--- src/rtl/btn_conditioner.sv ---
// btn_conditioner: synchronises and debounces the four board pushbuttons
// (bit order U, D, L, R) in the pixel-clock domain. It produces clean levels,
// one-cycle press strobes and a latched last-pressed direction.
// Optional feature macro: BTN_AUTOREPEAT_EN adds hold-to-repeat press strobes.
module btn_conditioner #(
   parameter int unsigned DEBOUNCE_CYCLES = 250_000,
   parameter int unsigned REPEAT_DELAY    = 6_250_000,
   parameter int unsigned REPEAT_PERIOD   = 2_500_000
) (
   input  logic       clk,
   input  logic       rst,
   input  logic [3:0] btn_raw,
   output logic [3:0] btn_level,
   output logic [3:0] btn_press,
   output logic [1:0] dir,
   output logic       dir_valid
);

   localparam int unsigned NB    = 4;
   localparam int unsigned CNT_W = $clog2(DEBOUNCE_CYCLES);
   localparam logic [CNT_W-1:0] CNT_LAST = CNT_W'(DEBOUNCE_CYCLES - 1);

   // Reject configurations the counters cannot represent
   if (DEBOUNCE_CYCLES < 2 || REPEAT_DELAY < 1 || REPEAT_PERIOD < 1) begin : g_bad_params
      $error("btn_conditioner: DEBOUNCE_CYCLES must be >= 2 and REPEAT_* >= 1");
   end

   logic [NB-1:0]    s1;
   logic [NB-1:0]    s2;
   logic [CNT_W-1:0] cnt      [NB];
   logic [CNT_W-1:0] cnt_next [NB];
   logic [NB-1:0]    level_next;
   logic [NB-1:0]    rise_c;
   logic [NB-1:0]    press_next;
   logic [1:0]       dir_next;
   logic             dir_valid_next;

   // Two-flop synchroniser for the asynchronous button inputs
   always_ff @(posedge clk or posedge rst) begin
      if (rst) begin
         s1 <= '0;
         s2 <= '0;
      end else begin
         s1 <= btn_raw;
         s2 <= s1;
      end
   end

   // Debounce: count consecutive cycles of disagreement, commit after the full window
   always_comb begin
      level_next = btn_level;
      rise_c     = '0;
      for (int i = 0; i < NB; i++) begin
         cnt_next[i] = '0;
         if (s2[i] != btn_level[i]) begin
            if (cnt[i] == CNT_LAST) begin
               level_next[i] = s2[i];
               rise_c[i]     = s2[i];
            end else begin
               cnt_next[i] = cnt[i] + CNT_W'(1);
            end
         end
      end
   end

`ifdef BTN_AUTOREPEAT_EN
   localparam int unsigned HOLD_MAX = (REPEAT_DELAY > REPEAT_PERIOD) ? REPEAT_DELAY : REPEAT_PERIOD;
   localparam int unsigned HOLD_W   = (HOLD_MAX > 1) ? $clog2(HOLD_MAX) : 1;
   localparam logic [HOLD_W-1:0] DELAY_LAST  = HOLD_W'(REPEAT_DELAY - 1);
   localparam logic [HOLD_W-1:0] PERIOD_LAST = HOLD_W'(REPEAT_PERIOD - 1);

   logic [HOLD_W-1:0] hold      [NB];
   logic [HOLD_W-1:0] hold_next [NB];
   logic [NB-1:0]     rep_phase;
   logic [NB-1:0]     rep_phase_next;
   logic [NB-1:0]     rep_fire_c;

   // Hold timer: first repeat after the delay, then one per period; any release clears it
   always_comb begin
      rep_phase_next = rep_phase;
      rep_fire_c     = '0;
      for (int i = 0; i < NB; i++) begin
         hold_next[i] = '0;
         if (btn_level[i] && level_next[i]) begin
            if (!rep_phase[i]) begin
               if (hold[i] == DELAY_LAST) begin
                  rep_fire_c[i]     = 1'b1;
                  rep_phase_next[i] = 1'b1;
               end else begin
                  hold_next[i] = hold[i] + HOLD_W'(1);
               end
            end else if (hold[i] == PERIOD_LAST) begin
               rep_fire_c[i] = 1'b1;
            end else begin
               hold_next[i] = hold[i] + HOLD_W'(1);
            end
         end else begin
            rep_phase_next[i] = 1'b0;
         end
      end
      press_next = rise_c | rep_fire_c;
   end

   // Hold timer state
   always_ff @(posedge clk or posedge rst) begin
      if (rst) begin
         rep_phase <= '0;
         for (int i = 0; i < NB; i++) hold[i] <= '0;
      end else begin
         rep_phase <= rep_phase_next;
         for (int i = 0; i < NB; i++) hold[i] <= hold_next[i];
      end
   end
`else
   // Strobe only on an accepted press
   always_comb begin
      press_next = rise_c;
   end
`endif

   // Latch the lowest-numbered strobing button as the requested direction
   always_comb begin
      dir_next       = dir;
      dir_valid_next = dir_valid;
      if (|btn_press) begin
         dir_valid_next = 1'b1;
         if (btn_press[0])      dir_next = 2'd0;
         else if (btn_press[1]) dir_next = 2'd1;
         else if (btn_press[2]) dir_next = 2'd2;
         else                   dir_next = 2'd3;
      end
   end

   // Debounce counters and registered outputs
   always_ff @(posedge clk or posedge rst) begin
      if (rst) begin
         btn_level <= '0;
         btn_press <= '0;
         dir       <= '0;
         dir_valid <= 1'b0;
         for (int i = 0; i < NB; i++) cnt[i] <= '0;
      end else begin
         btn_level <= level_next;
         btn_press <= press_next;
         dir       <= dir_next;
         dir_valid <= dir_valid_next;
         for (int i = 0; i < NB; i++) cnt[i] <= cnt_next[i];
      end
   end

endmodule
--- config.mk ---
export PLATFORM = sky130hd
export DESIGN_NAME = btn_conditioner
export DESIGN_NICKNAME = d
export VERILOG_FILES = /design/src/rtl/btn_conditioner.sv
export SDC_FILE = /design/constraint.sdc
export NUM_CORES = 1
export LEC_CHECK = 0
export CORE_ASPECT_RATIO = 1.25
export CORE_MARGIN = 5
export CORE_UTILIZATION = 55
export DETAILED_ROUTE_END_ITERATION = 10
export PLACE_DENSITY = 0.77
export SLEW_MARGIN = 20
export SYNTH_ARGS = -nofsm -noshare
export SYNTH_HDL_FRONTEND = slang
export SYNTH_SLANG_ARGS = --single-unit
--- constraint.sdc ---
create_clock -name clk -period 2.6 [get_ports clk]
set_input_delay 0.26 -clock clk [delete_from_list [all_inputs] [get_ports clk]]
set_output_delay 0.26 -clock clk [all_outputs]
set_load 0.02 [all_outputs]
Yosys cells after proc, flatten, opt, wreduce, memory -nomap -nowiden --
Index checks and enable logic that the tools add are counted.
Word-level totals: flip-flop bits (word level) 91, bits in latches 0, RAM bits 0, ROM bits 0, input bits 6, output and inout port bits 11, logic and storage cells 49, memories kept 0
Cells by class: $add $sub $neg 4, multipliers 0, divide/modulo/power cells 0, order comparisons 0, equal/unequal tests 8, shift-type cells 0, muxes and demuxes 19, bitwise gates (word level) 0, reduce and logical (&&, ||, !) cells 5
Operators by type and width (count):
- $mux W18 | 8
- $add A18 B1 Y18 const B | 4
- $eq A18 B18 Y1 const B | 4
- $mux W1 | 9
- $reduce_and A2 Y1 | 4
- $mux W2 | 2
- $ne A1 B1 Y1 | 4
- $reduce_or A4 Y1 | 1

Depth between registers and ports, before layout --
word-level depth 3, depth in mapped cells 6, mapped depth without buffers 5

Worst setup path before layout --
Ideal clock, no wire load.
path kind register -> register, from register cnt[10] (netlist bit), to register btn_level[3], library setup time 0.125 ns, arrival 1.734 ns, required time 2.475 ns, setup slack 0.741 ns, stages on the path, launching flop included 5, path buffers 0, cells stage by stage dfrtp_1 nor4_2 nand4_2 or4_4 mux2_4
On the way: longest elaborated chain between the ends 2
Ends and longest elaborated chain:
- start: declaration | RTL line 30 | logic [CNT_W-1:0] cnt [NB];
- $eq A18 B18 Y1 | RTL line 56 | if (cnt[i] == CNT_LAST) begin
- $reduce_and A2 Y1 (no source line)
- end signal: assignment | RTL line 143 | btn_level <= level_next;
- end: declaration | RTL line 13 | output logic [3:0] btn_level,
Every way passes these cells. A chain may end at the register's enable or synchronous reset.

==> summary.txt <==
Reg-to-reg endpoint: cnt[45]$_DFF_PP0_
Worst reg2reg setup slack: 0.52 ns
Row cnt: 36
Post-Syn Instances: 405
Vias in the first global route: 3,044
Crit path arrival time: 2.33 ns
I/O pin count: 17
Iteration count of the initial detailed-routing pass: 4
Global placer's final weighted congestion: 0.841
Crit path max fanout: 11
Ant diodes: 0
Initial antenna violation count: 0
Worst hold path class: primary input to asynchronous set/reset pin
Std-Cell Core Area: 7700 µm²
# DRC: 0
Nets: 446
Mapped Avg Cell Area: 10.6 µm²
Endpoint type of the worst setup path: flip-flop
Final-report hold violation count: 0
Final wirelength: 7690 µm
Area grow syn2layout: 11.9%
Top_reg_cell synth: dfrtp_1
Global-route wire length before repair: 13,800 µm
HPWL after detailed placement: 5420 µm
Yosys reg bits: 91
DRC violation total after the first TritonRoute iteration: 155
Clock insertion delay at the later pin of the skew report: 0.36 ns
Worst slew margin: 56.6%
Largest net degree at the start of global routing: 37
TNS Setup: 0 ns
Clock Pin Slew Worst Setup and Hold Paths: 0.08 ns
Max rail drop VDD: 0.000406 V
CTS tree: done
Total number of vias: 3,024
Pins Over Slew Limit: 0
H-tree depth: 3
Worst EP required: 2.85 ns
Actual slew at the worst max-slew pin: 0.643 ns
Count of input and output buffers: 16
Setup Fix Bufs, Post-CTS: 0
Yosys warning count: 0
Post_cts resized: 0
CTS Sinks: 91
Wire per inst: 14.4 µm
Endpoints failing setup: 0
Grt total ovfl: 0
Crit start category: flip-flop
Top cell type's share of synthesized area: 53.1%
Routed Antenna Nets: 0
Critical path class: flip-flop to flip-flop
Via density: 5.66
Post-CTS Hold Fix Bufs: 0
MaxCap Viol Count: 0
Syn nets: 415
Outcome: finished clean
Initial Util: 55.7%
Setup repair after global routing missed its margin: no
Die H: 109 µm
Share of the core filled with cells: 62.3%
Post-synth EDFFs: 0
Min Tclk post-route: 2.08 ns
Leak pwr: 1.95 nW
Die Wd: 89.0 µm
Max frequency: 480 MHz
Register-to-Register Path Depth: 5
Post-Syn Area: 4290 µm²
PwrDens: 509 nW/µm²
Async S/R FF share, synth: 100%
Seq/Total Area, Yosys: 53.1%
Yosys top cell by area: dfrtp_1
Synth area leaders: dfrtp_1 (53%), xnor2_1 (8.8%), nor2_1 (6.6%), xor2_1 (3.7%), nand3_1 (2.8%)
Total GRT Usage: 18.3%
Tcrit/Tclk final: 80.2%
Clock Skew: 0.0108 ns
Cts bufs inserted: 9
Clk buf depth: 2
Worst Slack Setup Final: 0.516 ns
CTS root buf: clkbuf_8
R2R Path Start: cnt[36]$_DFF_PP0_
Pre-CTS WS: 0.502 ns
Die ar.: 9680 µm²
Layout cells sized above 1: 9.34%
Cell variety after synth: 39
sequential cells by signal (all words and copies together), names as in the netlist:
signal     cells
s1             4
cnt           72
dir            2
btn_level      4
s2             4
btn_press      4
dir_valid      1
routing by layer:
| metal | vias to the layer above | global-route usage (%) | routed length [µm] | share of wire, % |
|---|---|---|---|---|
| li1 | 1493 | - | - | - |
| met1 | 1485 | 24.2 | 3540 | 46 |
| met2 | 39 | 28.8 | 3740 | 49 |
| met3 | 7 | 4.61 | 324 | 4.2 |
| met4 | 0 | 7.55 | 85 | 1.1 |
| met5 | - | 0 | 0 | 0 |
report_power, final:
group,internal (W),switching [W],leakage (nW)
combinational,0.0000379,0.0000602,0.622
sequential,0.00144,0.0000199,1.24
clock,0.000437,0.000452,0.0865
total,0.00191,0.000532,1.95
critical path: stages, from the launching register on:
cell	delay (ns)
dfrtp_1	0.41
ha_1	0.21
nand3_1	0.29
o41ai_2	0.72
buf_4	0.29
nor2_1	0.06
worst max-delay path by stage:
stage / to / slack (ns) / start
floorplan: btn_level[3]$_DFFE_PP0P_ / 0.74 / cnt[10]$_DFF_PP0_
global placement: cnt[39]$_DFF_PP0_ / 0.63 / cnt[36]$_DFF_PP0_
detailed placement: cnt[46]$_DFF_PP0_ / 0.50 / cnt[36]$_DFF_PP0_
CTS: cnt[44]$_DFF_PP0_ / 0.49 / cnt[36]$_DFF_PP0_
global route: cnt[40]$_DFF_PP0_ / 0.29 / cnt[36]$_DFF_PP0_
finish: cnt[45]$_DFF_PP0_ / 0.52 / cnt[36]$_DFF_PP0_
logic make-up after synthesis:
logic type               after synthesis  share of synthesized area [%]
buffers and inverters                 16                           1.60
adder cells (fa/ha/maj)                4                           1.17
flip-flops                            91                           53.1
multiplexers                           4                           1.14
XOR/XNOR                              61                           12.5
AO/OA/AOI/OAI                         19                           3.85
AND/OR/NAND/NOR                      210                           26.7
Yosys cell counts, types with 4 or more instances:
master   instances
dfrtp_1         91
or4_1            8
nor4_1          19
o31ai_1          4
nand3_1         24
nand4_1         16
nor3_1          14
and4_1           4
ha_1             4
inv_1           11
nor2_1          75
nand2_1         22
xor2_1          18
xnor2_1         43
nor3b_1          4
a21oi_1          7
cell usage in the layout (no fill, tap or decap), drive strengths merged, types with 5 or more instances in the layout:
cell,instances
xnor2,43
nor4,20
nand3,24
or4,9
dfrtp,91
xor2,18
and4,5
nor2,75
clkbuf,12
a21oi,7
clkdlybuf4s50,16
nor3,14
nand2,22
inv,10
buf,9
nand4,21
cell type report:
cell class              count  area, µm²
fillers                   581       2900
flip-flops and latches     91       2280
multi-input cells         298       1940
repair buffers             25        240
clock buffers              12        135
well taps                  95        119
inverters                  11       45.0
clock inverters             2       38.8
stage by stage:
step,hold slack [ns],area (µm²),instances,power [W]
after CTS,0.249,4800,534,0.00247
after global routing,0.269,4800,534,0.00256
after global placement,0.334,4630,520,0.00158
final,0.250,4800,534,0.00244
after detailed placement,0.335,4630,520,0.00158
after floorplan,0.291,4290,405,0.00154
(Power assumes the default switching activity.)
